`src/rtl/watchdog_monitor_pkg.sv`:
```
// watchdog_monitor_pkg: shared state encodings and strobe timing defaults
package watchdog_monitor_pkg;
  typedef enum logic [1:0] {ACQ = 2'd0, LOCK = 2'd1, OK = 2'd2, FAULT = 2'd3} wd_state_t;
  localparam int NOM_PERIOD_DEF = 251;
  localparam int TOL_DEF = 4;
endpackage

```
`src/rtl/wd_rise_detect.sv`:
```
// wd_rise_detect: registers the watchdog strobe and flags its rising edge
// Ports: adc_clk clock, rst sync reset, wd_stp strobe in, rise 1 on a 0->1 transition
module wd_rise_detect (
  input  logic adc_clk,
  input  logic rst,
  input  logic wd_stp,
  output logic rise
);
  logic stp_d;
  always_ff @(posedge adc_clk) stp_d <= rst ? 1'b0 : wd_stp;
  assign rise = wd_stp & ~stp_d;
endmodule

```
`src/rtl/watchdog_monitor.sv`:
```
// watchdog_monitor: checks presence and period of the periodic watchdog strobe
// Ports: adc_clk clock, rst sync active-high reset, wd_stp strobe, clr_fault leave FAULT,
//        wd_ok state OK, wd_fault state FAULT, wd_miss bad/missing period pulse,
//        wd_period last measured gap, wd_state FSM state.
// Build option: WD_EARLY_CHECK_EN also rejects strobes arriving earlier than NOM_PERIOD-TOL.
module watchdog_monitor
  import watchdog_monitor_pkg::*;
#(
  parameter int NOM_PERIOD = NOM_PERIOD_DEF,
  parameter int TOL        = TOL_DEF,
  parameter int LOCK_CNT   = 4,
  parameter int MISS_LIMIT = 2,
  parameter int PW         = 9
) (
  input  logic          adc_clk,
  input  logic          rst,
  input  logic          wd_stp,
  input  logic          clr_fault,
  output logic          wd_ok,
  output logic          wd_fault,
  output logic          wd_miss,
  output logic [PW-1:0] wd_period,
  output logic [1:0]    wd_state
);
  localparam int GW = $clog2(LOCK_CNT + 1);
  localparam int MW = $clog2(MISS_LIMIT + 1);
  localparam logic [PW-1:0] HI = PW'(NOM_PERIOD + TOL);
  localparam logic [PW-1:0] CMAX = '1;
  wd_state_t state, state_n;
  logic [PW-1:0] cnt, cnt_n, period_n;
  logic [GW-1:0] good, good_n;
  logic [MW-1:0] miss, miss_n;
  logic rise, timeout, in_win, bad, miss_p_n;
  wd_rise_detect u_rise (.adc_clk(adc_clk), .rst(rst), .wd_stp(wd_stp), .rise(rise));
  // A strobe landing exactly on the timeout cycle wins over the virtual strobe.
  assign timeout = ~rise & (cnt == HI);
`ifdef WD_EARLY_CHECK_EN
  localparam logic [PW-1:0] LO = PW'(NOM_PERIOD - TOL);
  assign in_win = (cnt >= LO) & (cnt <= HI);
`else
  assign in_win = cnt <= HI;
`endif
  assign bad = (rise & ~in_win) | timeout;
  always_comb begin
    state_n = state;
    good_n = good;
    miss_n = miss;
    miss_p_n = 1'b0;
    cnt_n = (rise | timeout) ? PW'(1) : (cnt == CMAX ? cnt : cnt + 1'b1);
    period_n = (rise & (state == LOCK | state == OK)) ? cnt : wd_period;
    unique case (state)
      ACQ: if (rise) begin
        state_n = LOCK;
        good_n = '0;
      end
      LOCK: if (rise & in_win) begin
        good_n = good + GW'(good != GW'(LOCK_CNT));
        if (good_n == GW'(LOCK_CNT)) begin
          state_n = OK;
          miss_n = '0;
        end
      end else if (bad) begin
        good_n = '0;
        miss_p_n = 1'b1;
      end
      OK: if (rise & in_win) miss_n = '0;
      else if (bad) begin
        miss_p_n = 1'b1;
        miss_n = miss + MW'(miss != MW'(MISS_LIMIT));
        if (miss_n == MW'(MISS_LIMIT)) state_n = FAULT;
      end
      FAULT: if (clr_fault) begin
        state_n = ACQ;
        cnt_n = PW'(1);
        good_n = '0;
        miss_n = '0;
      end
    endcase
  end
  always_ff @(posedge adc_clk) begin
    if (rst) begin
      state <= ACQ;
      cnt <= PW'(1);
      good <= '0;
      miss <= '0;
      wd_miss <= 1'b0;
      wd_period <= '0;
    end else begin
      state <= state_n;
      cnt <= cnt_n;
      good <= good_n;
      miss <= miss_n;
      wd_miss <= miss_p_n;
      wd_period <= period_n;
    end
  end
  assign wd_ok = state == OK;
  assign wd_fault = state == FAULT;
  assign wd_state = state;
endmodule

```
`config.mk`:
```
export PLATFORM = sky130hd
export DESIGN_NAME = watchdog_monitor
export DESIGN_NICKNAME = d
export VERILOG_FILES = /design/src/rtl/watchdog_monitor_pkg.sv /design/src/rtl/wd_rise_detect.sv /design/src/rtl/watchdog_monitor.sv
export SDC_FILE = /design/constraint.sdc
export NUM_CORES = 1
export LEC_CHECK = 0
export ABC_AREA = 1
export CAP_MARGIN = 20
export CORE_UTILIZATION = 30
export DETAILED_ROUTE_END_ITERATION = 8
export SETUP_SLACK_MARGIN = 0.15
export SLEW_MARGIN = 20
export SYNTH_ARGS = -nofsm -noshare
export SYNTH_HDL_FRONTEND = slang
export SYNTH_SLANG_ARGS = --single-unit
export TNS_END_PERCENT = 30
```
`constraint.sdc`:
```
create_clock -name adc_clk -period 2.5 [get_ports adc_clk]
set_input_delay 0.5 -clock adc_clk [delete_from_list [all_inputs] [get_ports adc_clk]]
set_output_delay 0.5 -clock adc_clk [all_outputs]
set_load 0.1 [all_outputs]
```
==> results of run 1 <==
-- cell type report --
class	instances	area, um^2
Multi-Input combinational cell	128	696
Timing Repair Buffer	18	143
Clock buffer	3	41.3
Fill cell	484	2800
Tap cell	52	65.1
Inverter	32	120
Sequential cell	27	543
Clock inverter	1	7.51
-- worst register-to-register path, stage by stage (launching register included) --
cell     delay (ps)
dfxtp_2         390
inv_1            80
ha_1            380
inv_1            90
or2_1           430
o21ai_0         260
a21oi_1          60
-- Yosys cell counts --
master	n
nor2_4	1
nand2_1	32
dfxtp_1	27
inv_1	32
xor2_1	2
a221oi_4	1
buf_2	1
or2_1	3
clkbuf_1	2
nand3_1	13
nor2_1	29
a31oi_1	1
mux2i_1	1
nand3b_1	2
o21ai_0	14
a21oi_1	16
o21ai_1	2
o211a_1	2
nand2_4	1
buf_6	3
ha_1	8
-- registers in the layout (all words and copies together), names as in the netlist --
register and count:
wd_state 2, wd_miss 1, cnt 9, wd_period 9
good 3, miss 2, u_rise.stp_d 1
-- metal layers --
| layer | GRT usage [%] | vias up | wire length [um] |
|---|---|---|---|
| li1 | - | 640 | - |
| met1 | 15.7 | 507 | 1420 |
| met2 | 17.8 | 15 | 1150 |
| met3 | 1.88 | 7 | 64 |
| met4 | 8.22 | 0 | 94 |
| met5 | 0 | - | 0 |
-- through the flow --
step           hold WS (ps)  utilization [%]  power [W]  setup slack (ps)  cells
2_1_floorplan           461                -    0.00157               263    193
3_3_place_gp            435             35.5    0.00175               325    257
3_5_place_dp            437             35.5    0.00176               306    257
4_1_cts                 452             36.6    0.00203               618    261
5_1_grt                 480             36.6    0.00214               460    261
6_report                448             36.6    0.00200               618    261
-- cells in the final DEF (no fill, tap or decap) --
cell type / n
a21oi_1: 16
a221oi_4: 1
a31oi_1: 1
buf_4: 15
clkbuf_8: 3
clkdlybuf4s50_1: 3
clkinvlp_4: 1
dfxtp_1: 25
dfxtp_2: 2
ha_1: 6
ha_2: 2
inv_1: 32
mux2i_1: 1
nand2_1: 32
nand2_4: 1
nand3_1: 13
nand3b_1: 2
nor2_1: 29
nor2_4: 1
o211a_1: 2
o21ai_0: 14
o21ai_1: 2
or2_1: 3
xor2_1: 2
-- path summary, 6_finish.rpt --
kind	from	endpoint	slack, ps	cells past startpoint
worst max-delay path	wd_stp	wd_period[2]	620	6
worst max register to register	wd_state[0]	wd_period[2]	700	6
worst min register to register	wd_period[1]	wd_period[1]	450	2
worst min-delay path	wd_period[1]	wd_period[1]	450	2
-- cell families after synthesis --
logic type | synth area share (%)
flops | 38.7
fa+ha+maj | 7.16
simple gates | 25.1
xor+xnor | 1.25
buf+inv | 11.9
mux | 0.716
compound gates | 15.2
-- power groups by stage --
stage / registers, W / clock network (W) / logic [W]
3_5_place_dp: 0.000594 / 0 / 0.00116
5_1_grt: 0.000597 / 0.000290 / 0.00126
4_1_cts: 0.000585 / 0.000274 / 0.00117
6_report: 0.000583 / 0.000260 / 0.00116
3_3_place_gp: 0.000593 / 0 / 0.00116
2_1_floorplan: 0.00100 / 0 / 0.000571
==> metrics.yaml, run 1 <==
grt:
  antenna_found_initial: 0
  grt_max_degree: 18
  grt-ovfl-total: 0
  globalRouteTotalUtil_pct: 11.9
  first_global_vias: 1104
  grt_first_pass_wirelength_um: 4710
power:
  vdd_drop_max_mv: 0.295
  power.switching_w: 0.00108
  powerDensity_mw_per_mm2: 1240
  power_leakage_nw: 0.699
  clkPwrFrac_pct: 13.0
  combPwrFrac_pct: 57.9
  seq_power_share_pct: 29.1
  p_int_w: 0.000925
  swShare_pct: 53.8
yosys:
  syn-num-nets: 205
  yosysSeqAreaShare_pct: 38.7
  yosysTopAreaCell: "dfxtp_1"
  synth_cell_types: 21
  synth-seq-cells: 27
  syn-cell-area_mm2: 0.00140
  syn_inst: 193
  syn_avg_cell_area_um2: 7.24
  yosys_warnings: 0
  synth_area_leaders: "dfxtp_1 39%, inv_1 8.6%, nand2_1 8.6%, nor2_1 7.8%, ha_1 7.2%"
  synth_top_area_share_pct: 38.7
final_layout:
  fin_nets: 222
  drive_gt1_share_pct: 12.4
  insertedDiodeCount: 0
  final_area_mm2: 0.00162
  area_growth_pct: 15.6
placed_design:
  place_area_mm2: 0.00157
  portBuffers: 17
  place.gp.congestion: 0.818
  hpwl_um: 2120
clock_tree:
  post_cts_buffers: 0
  cts_sinks: 27
  root_buffer: "clkbuf_8"
  htree_levels: 1
  path_clk_slew_ps: 90
  cts_tree: "done"
  cts_hold_buf: 0
  cts_max_path_buffers: 2
  insertion_delay_ps: 280
  cts_resized: 0
  cts-buffers-inserted: 3
setup_path:
  end_kind: "register"
  crit_type: "input pin to register"
  path_cells: "clkdlybuf4s50_1, inv_1, or2_1, or2_1, o21ai_0, a21oi_1"
  cpPeakStageDelay_ps: 450
  worstPathRequired_ps: 2660
  startpoint_type: "input pin"
  cp_num_buf_inv: 2
  crit_slowest_cell: "clkdlybuf4s50_1"
  crit_top_cell: "or2_1"
  arrival_ps: 2040
  cp_top_family: "simple AND/OR/NAND/NOR gates"
  path_max_fanout: 17
route:
  first_pass_iters: 4
  vias: 1169
  route.final.wire_length_um: 2720
  drc: 0
  vias_per_cell: 4.48
  antenna_left: 0
  drt_iter0_drc: 26
  wire_per_inst_um: 10.4
floorplan:
  die_area_mm2: 0.00494
  dieWidth_um: 70.3
  initial_utilization_pct: 31.7
  fp.dieH_um: 70.3
  coreArea_mm2: 0.00441
  io_pins: 18
  rows: 24
sta:
  finalSetupViolCount: 0
  tightest_slew_ps: 537
  final_hold_viol_count: 0
  final-max-slew-violation-count: 0
  grt_setup_unrepaired: "false"
  relSlewSlack_pct: 64.2
  finalClockSkew_ps: 2.92
  final.setup.tns_ps: 0
  period_minus_slack_ps: 1880
  min_period_over_period_pct: 75.3
  fmax_ghz: 0.531
run_status:
  status: "complete, no violations"
job:
  drv_cap: 0
min_path:
  hold_path.class: "register to register"
No activity file was read; power rests on OpenSTA's default activity.
==> run 2, diff against run 1 <==
==> constraint.sdc (replaced) <==
create_clock -name adc_clk -period 1.61 [get_ports adc_clk]
set_input_delay 0.322 -clock adc_clk [delete_from_list [all_inputs] [get_ports adc_clk]]
set_output_delay 0.322 -clock adc_clk [all_outputs]
set_load 0.1 [all_outputs]
==> run 2 against run 1 <==
Effect of this change: the flow now finishes with violations (setup timing); first-iteration DRC count rose to 2.8 times the previous value; routed wire length up 21%; clock-buffer cell count unchanged; setup slack worse by 620 ps; sequential share of layout area down 8.3 points; non-clock buffer count up 25; critical path depth up 5; clock skew up 0.84 ps; final area up 38%; sequential power up 61%; die area unchanged; largest power group unchanged.
==> metrics.yaml, run 2 (same netlist as run 1, synthesis figures left out) <==
final_layout:
  seqCellArea_um2: 564
  final_area_mm2: 0.00223
  drive_gt1_share_pct: 43.2
  mostFrequentLayoutCell: "inv_1"
  multiInputGateArea_um2: 906
  finish.utilization_pct: 50.6
  insertedDiodeCount: 0
  reg_top3: "cnt x9, wd_period x9, good x3"
  area_growth_pct: 59.7
  fin_nets: 247
  layout.cells.non_filler: 286
  mostFrequentLayoutCells: "27 x inv_1, 25 x nand2_1, 20 x buf_4, 18 x nor2_1, 18 x dfxtp_1"
  n_fill_cell: 416
sta:
  period_minus_slack_ps: 1610
  grt_setup_unrepaired: "true"
  min_period_over_period_pct: 100
  relSlewSlack_pct: 79.9
  fmax_ghz: 0.620
  finalSetupViolCount: 1
  finalClockSkew_ps: 3.76
  final-max-slew-violation-count: 0
  worst_slack_ps: -3.11
  tightest_slew_ps: 301
  final_hold_viol_count: 0
placed_design:
  place_area_mm2: 0.00193
  hpwl_um: 2280
  place_inst: 275
  place.gp.congestion: 0.855
  pre_cts_ws_ps: -335
  portBuffers: 17
clock_tree:
  cts_sinks: 27
  cts_max_path_buffers: 2
  insertion_delay_ps: 280
  root_buffer: "clkbuf_8"
  cts_tree: "done"
  cts-buffers-inserted: 3
  htree_levels: 1
  path_clk_slew_ps: 100
grt:
  grt_use_met1_pct: 17.6
  grt_max_degree: 18
  gr-max-usage-layer: "met2"
  globalRouteTotalUtil_pct: 13.0
  antenna_found_initial: 0
  grt-ovfl-total: 0
  first_global_vias: 1200
  grt_first_pass_wirelength_um: 5190
  grtUsageMet2_pct: 20.2
  grt_use_met3_pct: 1.73
setup_path:
  crit_top_cell: "nand2_1"
  arrival_ps: 1840
  cp_top_family: "simple AND/OR/NAND/NOR gates"
  setup.worst_path.start: "good[1]"
  cp_num_buf_inv: 0
  end_kind: "register"
  crit_type: "register to register"
  path_cells: "nor2_2, nand2_1, ha_2, ha_4, xor2_2, nand2_2, nand2_1, nand3b_1, nand2_1, nand2_1, nor2_1"
  reg2reg_from: "good[1]"
  cpPeakStageDelay_ps: 340
  startpoint_type: "register"
  crit_slowest_cell: "dfxtp_2"
  worstPathRequired_ps: 1840
  path_max_fanout: 4
route:
  first_pass_iters: 4
  route.final.wire_length_um: 3290
  drt_iter0_drc: 73
  antenna_left: 0
  vias_per_cell: 4.51
  wire_per_inst_um: 11.5
  drc: 0
  vias: 1289
power:
  powerDensity_mw_per_mm2: 1800
  power_leakage_nw: 0.907
  total_power_w: 0.00402
  vdd_drop_max_mv: 0.572
floorplan:
  dieWidth_um: 70.3
  fp.dieH_um: 70.3
  coreArea_mm2: 0.00441
  die_area_mm2: 0.00494
  rows: 24
  io_pins: 18
  initial_utilization_pct: 31.7
min_path:
  hold_path.class: "input pin to register"
  worstHoldStart: "wd_stp"
job:
  drv_cap: 0
run_status:
  violations: "setup timing"
  status: "finished, violations left"
[run 2: worst paths after layout]
check	end	slack, ps	cells past startpoint
worst max-delay path	miss[1]	-3	11
worst min-delay path	u_rise.stp_d	370	3
worst max register to register	miss[1]	-3	11
worst min register to register	cnt[3]	480	1
[run 2: area by class of cell]
| type | instances | area share [%] |
|---|---|---|
| Clock buffer | 3 | 1.85 |
| Tap cell | 52 | 2.91 |
| Multi-Input combinational cell | 128 | 40.6 |
| Sequential cell | 27 | 25.3 |
| Timing Repair Buffer | 43 | 23.6 |
| Clock inverter | 1 | 0.392 |
| Inverter | 32 | 5.38 |
[run 2: worst register-to-register path, delay by kind of cell (launching register included)]
family	cells	cell delay (ps)
adder cells (fa/ha/maj)	2	340
XOR/XNOR	1	160
AND/OR/NAND/NOR	8	730
flip-flops	1	340
[run 2: routing by layer]
metal	routed length, um	part of all wire, %
met1	1640	50
met2	1550	47
met3	55	1.7
met4	47	1.4
met5	0	0
[run 2: power by group]
part / switching [W] / leakage [nW] / internal (W)
Sequential: 0.000115 / 0.225 / 0.000822
Combinational: 0.00162 / 0.656 / 0.00104
Clock: 0.000242 / 0.0261 / 0.000182
Total: 0.00198 / 0.907 / 0.00205
[run 2: per-stage QoR]
stage	setup TNS (ps)	hold WS, ps
after floorplan	-1270	443
after global placement	-5580	476
after global routing	-347	410
after detailed placement	-5700	475
after CTS	0	377
final	-3.11	369
[run 2: what timing repair did]
action / CTS / global route
pin swaps: 25 / 20
buffers inserted: 5 / 2
hold buffers: 0 / 0
resized for setup: 33 / 29
endpoints found under the setup margin: 27 / 24
